File: config.mk
export PLATFORM = sky130hd
export DESIGN_NAME = cache_fill_arbiter
export DESIGN_NICKNAME = d
export VERILOG_FILES = /design/src/rtl/cache_fill_arbiter.sv
export SDC_FILE = /design/constraint.sdc
export NUM_CORES = 1
export LEC_CHECK = 0
export ABC_AREA = 1
export BUFFER_PORTS_ARGS = -buffer_cell sky130_fd_sc_hd__buf_2
export CORE_MARGIN = 2
export CORE_UTILIZATION = 44
export CTS_BUF_LIST = sky130_fd_sc_hd__clkbuf_4
export DETAILED_ROUTE_END_ITERATION = 10
export PLACE_DENSITY = 0.88
export SETUP_SLACK_MARGIN = 0.02
export SYNTH_ARGS = -nofsm -noshare
export SYNTH_HDL_FRONTEND = slang
export SYNTH_SLANG_ARGS = --single-unit
File: constraint.sdc
create_clock -name clk -period 2.9 [get_ports clk]
set_input_delay 0.145 -clock clk [delete_from_list [all_inputs] [get_ports clk]]
set_output_delay 0.145 -clock clk [all_outputs]
set_load 0.05 [all_outputs]
File: src/rtl/cache_fill_arbiter.sv
// cache_fill_arbiter: shared main-memory port for I/D block fills and stores.
// Build option: define ARB_ROUND_ROBIN_EN for round-robin I/D miss grants.
//
// Ports:
//   clk, rst            clock, async active-high reset
//   i_miss/_addr        I-cache block miss request and byte address
//   d_miss/_addr        D-cache block miss request and byte address
//   d_wr_req/addr/data  write-through store request
//   mem_en/wr/addr/wdata  memory command port (one strobe per word)
//   mem_rdata/rvalid    in-order memory read return
//   fill_data/idx       returned word and its index within the block
//   fill_we_i/d         write strobe into I- or D-cache data array
//   i/d_fill_done       one-cycle block-complete pulses
//   d_wr_ack            one-cycle store-issued pulse
//   busy                controller not idle
module cache_fill_arbiter #(
  parameter int WORDS  = 8,
  parameter int ADDR_W = 16
) (
  input  logic                       clk,
  input  logic                       rst,
  input  logic                       i_miss,
  input  logic [ADDR_W-1:0]          i_miss_addr,
  input  logic                       d_miss,
  input  logic [ADDR_W-1:0]          d_miss_addr,
  input  logic                       d_wr_req,
  input  logic [ADDR_W-1:0]          d_wr_addr,
  input  logic [15:0]                d_wr_data,
  output logic                       mem_en,
  output logic                       mem_wr,
  output logic [ADDR_W-1:0]          mem_addr,
  output logic [15:0]                mem_wdata,
  input  logic [15:0]                mem_rdata,
  input  logic                       mem_rvalid,
  output logic [15:0]                fill_data,
  output logic [$clog2(WORDS)-1:0]   fill_idx,
  output logic                       fill_we_i,
  output logic                       fill_we_d,
  output logic                       i_fill_done,
  output logic                       d_fill_done,
  output logic                       d_wr_ack,
  output logic                       busy
);

  localparam int IW = $clog2(WORDS);
  localparam int CW = $clog2(WORDS + 1);
  localparam logic [CW-1:0] N_WORDS = CW'(WORDS);
  localparam logic [CW-1:0] LAST    = CW'(WORDS - 1);
  // Clears the byte-in-block bits (16-byte blocks by default).
  localparam logic [ADDR_W-1:0] BLK_MASK = ~ADDR_W'(2 * WORDS - 1);

  localparam logic [1:0] S_IDLE  = 2'd0;
  localparam logic [1:0] S_WRITE = 2'd1;
  localparam logic [1:0] S_FILL  = 2'd2;
  localparam logic [1:0] S_DONE  = 2'd3;

  logic [1:0]        state_q, state_d;
  logic [CW-1:0]     icnt_q, icnt_d;
  logic [CW-1:0]     rcnt_q, rcnt_d;
  logic              owner_q, owner_d;   // 1 = I-cache, 0 = D-cache
  logic [ADDR_W-1:0] base_q, base_d;
  logic              grant_i;

`ifdef ARB_ROUND_ROBIN_EN
  logic rr_i_q, rr_i_d;                  // 1 = I side wins a tie

  // Tie goes to the pointer side; a lone miss always wins.
  assign grant_i = i_miss & (~d_miss | rr_i_q);

  always_comb begin
    rr_i_d = rr_i_q;
    if (state_q == S_DONE) rr_i_d = ~owner_q;
  end

  always_ff @(posedge clk or posedge rst) begin
    if (rst) rr_i_q <= 1'b0;
    else     rr_i_q <= rr_i_d;
  end
`else
  assign grant_i = ~d_miss;
`endif

  assign fill_data = mem_rdata;
  assign busy      = (state_q != S_IDLE);

  always_comb begin
    state_d     = state_q;
    icnt_d      = icnt_q;
    rcnt_d      = rcnt_q;
    owner_d     = owner_q;
    base_d      = base_q;
    mem_en      = 1'b0;
    mem_wr      = 1'b0;
    mem_addr    = '0;
    mem_wdata   = '0;
    fill_idx    = '0;
    fill_we_i   = 1'b0;
    fill_we_d   = 1'b0;
    i_fill_done = 1'b0;
    d_fill_done = 1'b0;
    d_wr_ack    = 1'b0;
    unique case (state_q)
      S_IDLE: begin
        if (d_wr_req) begin
          state_d = S_WRITE;
        end else if (d_miss | i_miss) begin
          state_d = S_FILL;
          owner_d = grant_i;
          base_d  = (grant_i ? i_miss_addr : d_miss_addr) & BLK_MASK;
        end
      end
      S_WRITE: begin
        mem_en    = 1'b1;
        mem_wr    = 1'b1;
        mem_addr  = d_wr_addr;
        mem_wdata = d_wr_data;
        d_wr_ack  = 1'b1;
        state_d   = S_IDLE;
      end
      S_FILL: begin
        // Issue and return sides advance independently.
        if (icnt_q < N_WORDS) begin
          mem_en   = 1'b1;
          mem_addr = base_q | ADDR_W'({icnt_q[IW-1:0], 1'b0});
          icnt_d   = icnt_q + CW'(1);
        end
        if (mem_rvalid && (rcnt_q < N_WORDS)) begin
          fill_idx  = rcnt_q[IW-1:0];
          fill_we_i = owner_q;
          fill_we_d = ~owner_q;
          rcnt_d    = rcnt_q + CW'(1);
          if (rcnt_q == LAST) state_d = S_DONE;
        end
      end
      S_DONE: begin
        i_fill_done = owner_q;
        d_fill_done = ~owner_q;
        icnt_d      = '0;
        rcnt_d      = '0;
        owner_d     = 1'b0;
        state_d     = S_IDLE;
      end
    endcase
  end

  always_ff @(posedge clk or posedge rst) begin
    if (rst) begin
      state_q <= S_IDLE;
      icnt_q  <= '0;
      rcnt_q  <= '0;
      owner_q <= 1'b0;
      base_q  <= '0;
    end else begin
      state_q <= state_d;
      icnt_q  <= icnt_d;
      rcnt_q  <= rcnt_d;
      owner_q <= owner_d;
      base_q  <= base_d;
    end
  end

endmodule
==> results of run 1 <==
where the power goes:
group,internal [uW],leakage [uW],switching (uW)
logic,404,0.00114,1200
registers,460,0.000290,75.3
clock network,51.4,0.0000177,96.7
flip-flops by register name, summed over array words and instances (netlist names):
name,flops
state_q,2
base_q,12
rcnt_q,4
owner_q,1
icnt_q,4
layout make-up:
class,instances,area [um^2]
Clock inverter,1,5.005
Fill cell,393,1732
Tap cell,50,62.56
Inverter,48,180.2
Multi-Input combinational cell,175,887.1
Sequential cell,23,575.6
Clock buffer,3,22.52
Timing Repair Buffer,106,535.5
per-stage QoR:
stage / total power (uW) / hold WS [ps] / instance area, um^2 / utilization, %
3_3_place_gp: 2110 / 290.3 / 2241 / 56.02
3_5_place_dp: 2155 / 290.3 / 2241 / 56.02
6_report: 2285 / -6.974 / 2268 / 56.71
5_1_grt: 2473 / 64.07 / 2268 / 56.71
2_1_floorplan: 1876 / 146.9 / 1829 / -
4_1_cts: 2306 / 27.40 / 2268 / 56.71
path summary, 6_finish.rpt:
kind                                 startpoint     endpoint  slack [ps]  cells after the start
worst min register to register        base_q[7]    base_q[7]         530                      2
worst max-delay path                 state_q[1]  mem_addr[4]         560                      6
max in group asynchronous                   rst    base_q[5]        2370                      2
min in group clk                i_miss_addr[11]   base_q[11]         120                      5
worst min-delay path                        rst    rcnt_q[0]          -7                      2
worst max register to register       state_q[0]      owner_q        1250                      7
worst reg2reg max path, stage by stage, from the launching register on:
cell,delay [ps]
dfrtp_1,440
inv_1,120
ha_1,210
nand2_1,150
nor2_8,340
o21ai_0,140
o21ai_0,90
inv_1,60
synth_stat cells:
cell type / instances
nand2_1: 85
inv_1: 46
nand3_1: 25
dfrtp_1: 23
o21ai_0: 22
buf_4: 17
nor2_1: 9
o21ai_2: 9
ha_1: 7
buf_2: 4
o21ai_1: 4
a21oi_1: 3
clkbuf_1: 3
nand4_1: 3
buf_6: 2
nand3_2: 2
clkbuf_2: 1
clkinv_1: 1
inv_2: 1
nand2_2: 1
nor2_4: 1
nor2_8: 1
o22ai_1: 1
or2_2: 1
xor2_1: 1
placed cells by master, fill, tap and decap left out:
| master | instances |
|---|---|
| nor2_1 | 9 |
| nor2_8 | 1 |
| ha_1 | 7 |
| nor2_4 | 1 |
| o21ai_1 | 4 |
| o22ai_1 | 1 |
| clkinv_1 | 1 |
| nand3_2 | 2 |
| nand2_2 | 1 |
| inv_2 | 1 |
| a21oi_1 | 3 |
| nand3_1 | 25 |
| clkinv_2 | 1 |
| nand4_1 | 3 |
| inv_1 | 46 |
| buf_2 | 104 |
| buf_4 | 2 |
| o21ai_0 | 22 |
| xor2_1 | 1 |
| clkbuf_4 | 3 |
| nand2_1 | 85 |
| or2_2 | 1 |
| o21ai_2 | 9 |
| dfrtp_1 | 23 |
cell families after synthesis:
family                     after synthesis  share of synthesized area, %
AOI/OAI and AO/OA                       39                         12.59
adders and majority gates                7                         4.788
and+or+nand+nor                        128                         30.64
buffers and inverters                   75                         20.04
DFF                                     23                         31.46
xor gates and xnor gates                 1                        0.4789
metal layers:
metal,wire length (um),share of wire (%)
met3,303,7.1
met2,2142,50
met4,27,0.63
met5,0,0
met1,1823,42
==> results.tsv, run 1 <==
metric	value	unit
routability cong.	0.7721	
initial antenna violation count	0	
largest stage delay on the critical path	450	ps
port buffer count	104	
Max Clock Skew	2.976	ps
pre-CTS setup slack	945.4	ps
Crit path arrival time	2190	ps
number of sinks driven by the clock tree	23	
GRT Total Usage	17.92	%
Core Area	0.004000	mm^2
flip-flop and latch count after synthesis	23	
number of buffers inserted for hold repair after clock tree synthesis	0	
die outline width	68.48	um
fraction of the yosys area taken by sequential cells	31.46	%
setup total negative slack	0	ps
critical path buffer and inverter count	3	
critical path class	reg2out	
Post-CTS Setup Inserts	0	
hpwl dp	3535	um
initial core utilization	45.73	%
total vias in the final route	1865	
actual slew at the worst max-slew pin	868.9	ps
biggest fanout along the worst timing path	17	
DRC violation count after routing	0	
share of the clock period used by the worst path	80.64	%
relative area change from synthesis to final layout	24.01	%
wire length of the first global-routing pass	6396	um
fin nets	450	
warning count from the yosys run	0	
global-route met2 utilization	30.89	%
met1 layer usage reported by global route	23.05	%
Max H-tree Level	1	
Die Outline Area	0.004689	mm^2
leading area contributor after synthesis	dfrtp_1	
grt ovf	0	
required time at the worst-slack endpoint	2760	ps
sequence of cells on the critical path	inv_1, ha_1, buf_4, nand3_2, o21ai_0, buf_2	
outcome	finished with violations	
largest net degree at the start of global routing	32	
number of global-route vias before repair	1442	
Max Fclk	427.6	MHz
final-report setup violation count	0	
final critical-path setup slack	561.5	ps
Chip Height	68.48	um
sum of routed wire length over all layers	4297	um
First DRT Iteration DRCs	83	
VDD IR-drop max	0.0003330	V
Pre-Repair DR Iteration Count	4	
relative max-transition margin	42.01	%
clock buffers created by TritonCTS	3	
residual antenna-violating net count after detailed routing	0	
Min-Delay Path Class	in2async	
I/O pins	145	
Std-Cell Rows	23	
Post-Synthesis Net Count	366	
WHS	-6.974	ps
Leak Pwr	0.001453	uW
total power divided by cell area	1007	mW/mm^2
clock-pin slew reported for the worst setup and hold paths after clock tree synthesis	130	ps
mapped cell area	0.001829	mm^2
cell type of the slowest stage on the worst timing path	dfrtp_1	
failing checks	hold timing	
Clock Latency Late Sink	300	ps
average cell area after synthesis	6.701	um^2
routed wirelength normalized by instance count	10.58	um
shortest clock period the worst path allows after layout	2339	ps
number of distinct library cells after synthesis	25	
Max Buffers Root-to-Sink	2	
grt peak-use layer	met2	
Final Hold Viols	11	
library cell used as clock root buffer	clkbuf_4	
top-area cell type share of the netlist area	31.46	%
Worst setup EP type	primary output	
top area cells in the synthesized netlist	dfrtp_1, nand2_1, inv_1, buf_4, nand3_1	
final std cells w/o fill	406	
antenna diode count	0	
Max Slew Vio Count	0	
via/cell ratio	4.594	
RSZ-0062 raised after global routing	no	
max-capacitance violation count	0	
Post-Syn Instances	273	
CTS tree	done	
share of post-route cells with drive strength above 1	35.39	%
cell count after placement	402	
number of gates resized after cts	0	
top cell family by delay on the critical path	buffers and inverters	
grt met3 use	2.138	%
startpoint types	flop	
(Power assumes the default switching activity.)
==> run 2: changes to the inputs <==
Settings changed: ABC_AREA 1 to 0, CORE_UTILIZATION 44 to 37, PLACE_DENSITY 0.88 to 0.79.
Clock period 2.9 ns to 2 ns, I/O delays scaled along.
==> results.tsv, run 2 <==
metric	value	unit	change
sum of routed wire length over all layers	4506	um	+4.9%
First DRT Iteration DRCs	38		-54%
DRC violation count after routing	0		unchanged
hpwl dp	3405	um	-3.7%
flip-flop and latch count after synthesis	23		unchanged
max-capacitance violation count	0		unchanged
Chip Height	73.95	um	+8.0%
Worst setup startpoint	state_q[0]		
final std cells w/o fill	328		-19%
cell count after placement	320		-20%
Std-Cell Rows	25		+8.7%
average cell area after synthesis	10.53	um^2	+57%
cell with the most instances after synthesis	dfrtp_1		
Worst setup EP type	primary output		
hold-critical path depth	3		
largest registers	base_q x12, icnt_q x4, rcnt_q x4		
setup total negative slack	0	ps	unchanged
startpoint types	flop		
antenna diode count	0		unchanged
Core Area	0.004723	mm^2	+18%
top post-synthesis cells by count	dfrtp_1, a22o_1, and2_1		
Leak Pwr	0.001288	uW	-11%
top area cells in the synthesized netlist	dfrtp_1, a22o_1, mux2_4, buf_4, mux2_2		
via/cell ratio	4.927		+7.3%
shortest clock period the worst path allows after layout	1924	ps	
WHS	79.65	ps	+86.63 ps
RSZ-0062 raised after global routing	yes		
Max Slew Vio Count	0		unchanged
final-report setup violation count	0		unchanged
Final Hold Viols	0		-11
total vias in the final route	1616		-13%
number of distinct library cells after synthesis	40		+60%
actual slew at the worst max-slew pin	369.9	ps	-499.1 ps
routed wirelength normalized by instance count	13.74	um	+30%
Min-Delay Path Class	in2reg		
relative max-transition margin	75.34	%	+33 points
total power divided by cell area	353.4	mW/mm^2	-65%
Post-Synthesis Net Count	265		-28%
Pre-Repair DR Iteration Count	4		unchanged
Max Clock Skew	16.05	ps	+13.07 ps
warning count from the yosys run	0		unchanged
worst reg2reg endpoint	state_q[1]		
largest net degree at the start of global routing	24		-25%
Async S/R FF share, synth	100.0	%	unchanged
filler cell count	448		+14%
biggest fanout along the worst timing path	8		-9
most instantiated flip-flop cell in the synthesis netlist	dfrtp_1		
wire length of the first global-routing pass	6741	um	+5.4%
routability cong.	0.7535		-2.4%
leading area contributor after synthesis	dfrtp_1		
leading cell types in the layout, fill and taps excluded	buf_2, dfrtp_1, a22o_1		
I/O pins	145		unchanged
residual antenna-violating net count after detailed routing	0		unchanged
VDD IR-drop max	0.0002693	V	-19%
Crit path arrival time	1820	ps	-370 ps
Post-Syn Instances	172		-37%
critical path class	reg2out		
Max Fclk	519.7	MHz	
Max Buffers Root-to-Sink	2		unchanged
port buffer count	104		unchanged
leading cell type in the layout, fill and taps excluded	buf_2		
top-area cell type share of the netlist area	31.79	%	+0.33 points
GRT Total Usage	15.88	%	-2.0 points
register name with the most flops	base_q		
relative area change from synthesis to final layout	31.31	%	
clock buffers created by TritonCTS	3		unchanged
outcome	finished, final reports clean		
required time at the worst-slack endpoint	1900	ps	-860 ps
worst min-delay path endpoint	rcnt_q[3]		
number of global-route vias before repair	1488		+3.2%
CTS tree	done		
fraction of the yosys area taken by sequential cells	31.79	%	+0.33 points
grt ovf	0		unchanged
die outline width	73.95	um	+8.0%
mapped cell area	0.001810	mm^2	-1.0%
share of the clock period used by the worst path	96.20	%	
share of post-route cells with drive strength above 1	57.09	%	+22 points
R2R setup slack	440	ps	-810 ps
library cell used as clock root buffer	clkbuf_4		
origin of the critical flop-to-flop path	state_q[1]		
Register-to-Register Path Depth	5		-2
Clock Latency Late Sink	320	ps	+20 ps
clock-pin slew reported for the worst setup and hold paths after clock tree synthesis	150	ps	+20 ps
number of sinks driven by the clock tree	23		unchanged
number of synthesized flops with an enable pin	0		unchanged
max FFs per register	12		unchanged
fin nets	355		-21%
hold path startpoint	mem_rvalid		
initial core utilization	38.33	%	-7.4 points
Die Outline Area	0.005469	mm^2	+17%
Max H-tree Level	1		unchanged
initial antenna violation count	0		unchanged
## run 2: cell types whose count changed in the layout (fill, tap and decap cells not counted), moves of 18 or more
cell,change
nand2_1,-81
a22o_1,+19
inv_1,-43
and2_1,+18
nand3_1,-24
o21ai_0,-19
## run 2: layer usage
layer | vias up | global-route usage, % | routed length, um
li1 | 788 | - | -
met1 | 764 | 19.54 | 1935
met2 | 58 | 28.87 | 2270
met3 | 6 | 2.575 | 272
met4 | 0 | 4.040 | 27
met5 | - | 0 | 0
## run 2: worst max-delay path by stage
stage | to | slack, ps | cells past startpoint
final | mem_en | 80 | 5
after global routing | mem_en | 6 | 5
after CTS | mem_en | 40 | 5
after detailed placement | mem_addr[14] | 20 | 5
after global placement | mem_addr[14] | 40 | 5
after floorplan | mem_addr[10] | 80 | 6
## run 2: power by group
group	leakage (uW)	switching, uW	internal (uW)
combinational	0.000978	43.5	79.2
clock	0.0000139	153	76.3
sequential	0.000296	8.68	480
total	0.00129	205	635
## run 2: layout make-up
class                   count  area [um^2]  share of cell area, %
multi-input cells         117         1032                  43.42
inverters                   5        21.27                 0.8947
clock inverters             1        7.507                 0.3158
flip-flops and latches     23        575.6                  24.21
repair buffers            112        634.4                  26.68
well taps                  67        83.83                  3.526
clock buffers               3        22.52                 0.9474
## run 2: metrics by stage
| stage | total power [uW] | cell area (um^2) | worst slack, ps | util [%] |
|---|---|---|---|---|
| 3_3_place_gp | 615.9 | 2265 | 40.01 | 47.95 |
| 3_5_place_dp | 619.4 | 2265 | 17.47 | 47.95 |
| 2_1_floorplan | 634.6 | 1813 | 84.46 | - |
| 6_report | 840.1 | 2377 | 75.99 | 50.33 |
| 4_1_cts | 851.7 | 2356 | 36.52 | 49.88 |
| 5_1_grt | 877.1 | 2377 | 6.317 | 50.33 |
## run 2: critical path, stage by stage (launching register included)
cell and delay, ps:
dfrtp_1 420, inv_2 110, ha_4 220, and3b_2 270, or2_2 320, buf_6 160
## run 2: logic make-up (layout without fill, tap and decap cells)
logic type,after synthesis,in the layout,share of synthesized area (%)
muxes,25,25,17.55
DFF,23,23,31.79
adders and majority gates,7,7,4.837
AOI/OAI and AO/OA,36,36,16.17
buffers and inverters,33,121,13.20
and+or+nand+nor,48,49,16.45
## run 2: repair_timing
item / 4_1_cts / 5_1_grt
gates resized for setup: 10 / 10
hold buffers: 1 / 0
endpoints found under the setup margin: 16 / 9
hold endpoints to repair: 23 / 0
pin swaps: 1 / 0
buffers inserted: 2 / 0
gates cloned: 1 / 0
==> run 3: changes to the inputs <==
Settings changed: GPL_TIMING_DRIVEN set to 0.
==> results.tsv, run 3 (synthesis results as in run 2) <==
metric	value	unit	change
outcome	finished, final reports clean		
Leak Pwr	0.001467	uW	+14%
relative area change from synthesis to final layout	48.03	%	
actual slew at the worst max-slew pin	904.8	ps	+535.0 ps
number of sinks driven by the clock tree	23		unchanged
hold path startpoint	mem_rvalid		
leading cell types in the layout, fill and taps excluded	buf_2, dfrtp_1, buf_4		
net switching fraction of the power	28.16	%	+3.8 points
hold-critical path depth	3		unchanged
worst reg2reg endpoint	base_q[6]		
Max Clock Skew	2.008	ps	-14.04 ps
max FFs per register	12		unchanged
setup total negative slack	0	ps	unchanged
clock buffers created by TritonCTS	3		unchanged
CTS tree	done		
Final Hold Viols	0		unchanged
cell type of the slowest stage on the worst timing path	dfrtp_1		
origin of the critical flop-to-flop path	state_q[1]		
sequence of cells on the critical path	buf_6, ha_2, and3b_1, buf_6, buf_8, a22o_1, buf_6		
Max Fclk	503.3	MHz	-3.2%
largest net degree at the start of global routing	24		unchanged
number of global-route vias before repair	1686		+13%
fin nets	393		+11%
Core Area	0.004723	mm^2	unchanged
share of the clock period used by the worst path	99.35	%	+3.1 points
residual antenna-violating net count after detailed routing	0		unchanged
GRT Total Usage	17.97	%	+2.1 points
routed wirelength normalized by instance count	13.46	um	-2.0%
worst min-delay path endpoint	rcnt_q[3]		
wire length of the first global-routing pass	7693	um	+14%
Max Buffers Root-to-Sink	2		unchanged
Max Slew Vio Count	0		unchanged
Clock Latency Late Sink	320	ps	about the same
initial antenna violation count	0		unchanged
top cell family by delay on the critical path	buffers and inverters		
total vias in the final route	1793		+11%
register name with the most flops	base_q		
share of post-route cells with drive strength above 1	61.87	%	+4.8 points
overall power of the completed layout	948.5	uW	+13%
via/cell ratio	4.899		-0.57%
R2R setup slack	240	ps	-200 ps
DRC violation count after routing	0		unchanged
Chip Height	73.95	um	unchanged
Min-Delay Path Class	in2reg		
leading cell type in the layout, fill and taps excluded	buf_2		
filler cell count	423		-5.6%
final-report setup violation count	0		unchanged
critical path class	reg2out		
Logic pwr share	23.6	%	+9.0 points
total power divided by cell area	353.9	mW/mm^2	+0.14%
Crit path arrival time	1890	ps	+70 ps
initial core utilization	38.33	%	unchanged
Switching Power	267.1	uW	+30%
largest registers	base_q x12, icnt_q x4, rcnt_q x4		
critical path buffer and inverter count	4		+2
antenna diode count	0		unchanged
die outline width	73.95	um	unchanged
startpoint types	flop		
clock-pin slew reported for the worst setup and hold paths after clock tree synthesis	130	ps	-20 ps
most frequent CP cell	buf_6		
Die Outline Area	0.005469	mm^2	unchanged
fraction of power consumed by the clock network	25.0	%	-2.3 points
port buffer count	120		+15%
First DRT Iteration DRCs	54		+42%
required time at the worst-slack endpoint	1900	ps	about the same
sum of routed wire length over all layers	4928	um	+9.4%
max-capacitance violation count	0		unchanged
Pre-Repair DR Iteration Count	4		unchanged
Max H-tree Level	1		unchanged
hpwl dp	3837	um	+13%
RSZ-0062 raised after global routing	yes		
VDD IR-drop max	0.0001699	V	-37%
relative max-transition margin	39.61	%	-36 points
library cell used as clock root buffer	clkbuf_4		
Register-to-Register Path Depth	7		+2
shortest clock period the worst path allows after layout	1987	ps	+62.92 ps
I/O pins	145		unchanged
portion of total power attributed to sequential cells	51.5	%	-6.6 points
grt ovf	0		unchanged
biggest fanout along the worst timing path	10		+2
largest stage delay on the critical path	420	ps	about the same
routability cong.	0.7467		-0.90%
Internal	681.4	uW	+7.3%
Worst setup EP type	primary output		
Std-Cell Rows	25		unchanged
==> run 3: how the worst max path moves through the flow <==
stage / slack (ps) / startpoint / endpoint / cells past startpoint
2_1_floorplan: 80 / state_q[1] / mem_addr[10] / 6
4_1_cts: 10 / state_q[1] / mem_addr[3] / 7
5_1_grt: -50 / state_q[0] / mem_addr[1] / 7
3_3_place_gp: 170 / state_q[1] / mem_addr[13] / 7
3_5_place_dp: 120 / state_q[1] / mem_addr[3] / 7
6_report: 10 / state_q[1] / mem_addr[3] / 7
==> run 3: power by group through the flow <==
| stage | clock (uW) | combinational [uW] | sequential (uW) |
|---|---|---|---|
| finish | 237 | 223 | 488 |
| global route | 258 | 242 | 491 |
| CTS | 246 | 226 | 489 |
| detailed placement | 0 | 225 | 498 |
| global placement | 0 | 220 | 497 |
| floorplan | 0 | 141 | 494 |
==> run 3: area by class of cell <==
cell class                 count  area, um^2  area share, %
timing repair buffer         124       719.4          26.84
buffer                        27       225.2          8.403
clock buffer                   4       30.03          1.120
multi-input combinational    116        1025          38.24
inverter                       5       21.27         0.7937
tap                           67       83.83          3.128
sequential                    23       575.6          21.48
==> run 3: routing by layer <==
metal	share of wire [%]	up-vias	routed length [um]	track usage (%)
li1	-	860	-	-
met1	39	839	1917	20.44
met2	51	85	2503	33.83
met3	8.3	9	408	3.117
met4	2.0	0	99	5.859
met5	0	-	0	0
==> run 3: timing repair <==
item | in CTS | in global routing
pin swaps | 12 | 0
resized for setup | 29 | 11
hold buffers | 1 | 0
setup buffers | 3 | 0
setup endpoints to repair | 20 | 17
endpoints found under the hold margin | 23 | 0
==> run 3: through the flow <==
step | area [um^2] | std cells | utilization [%] | hold slack (ps) | setup WS [ps]
after floorplan | 1813 | 172 | - | 101.9 | 84.46
after global placement | 2497 | 359 | 52.87 | 335.9 | 170.8
after detailed placement | 2497 | 359 | 52.87 | 366.6 | 123.6
after CTS | 2656 | 366 | 56.24 | 78.10 | 11.82
after global routing | 2680 | 366 | 56.74 | 112.3 | -45.96
final | 2680 | 366 | 56.74 | 79.74 | 13.07
==> run 3: worst reg2reg max path, delay by kind of cell (launching register included) <==
family                   cells  cell delay [ps]
multiplexers                 1              300
flip-flops                   1              420
buffers and inverters        4              500
AND/OR/NAND/NOR              1              310
adder cells (fa/ha/maj)      1              130
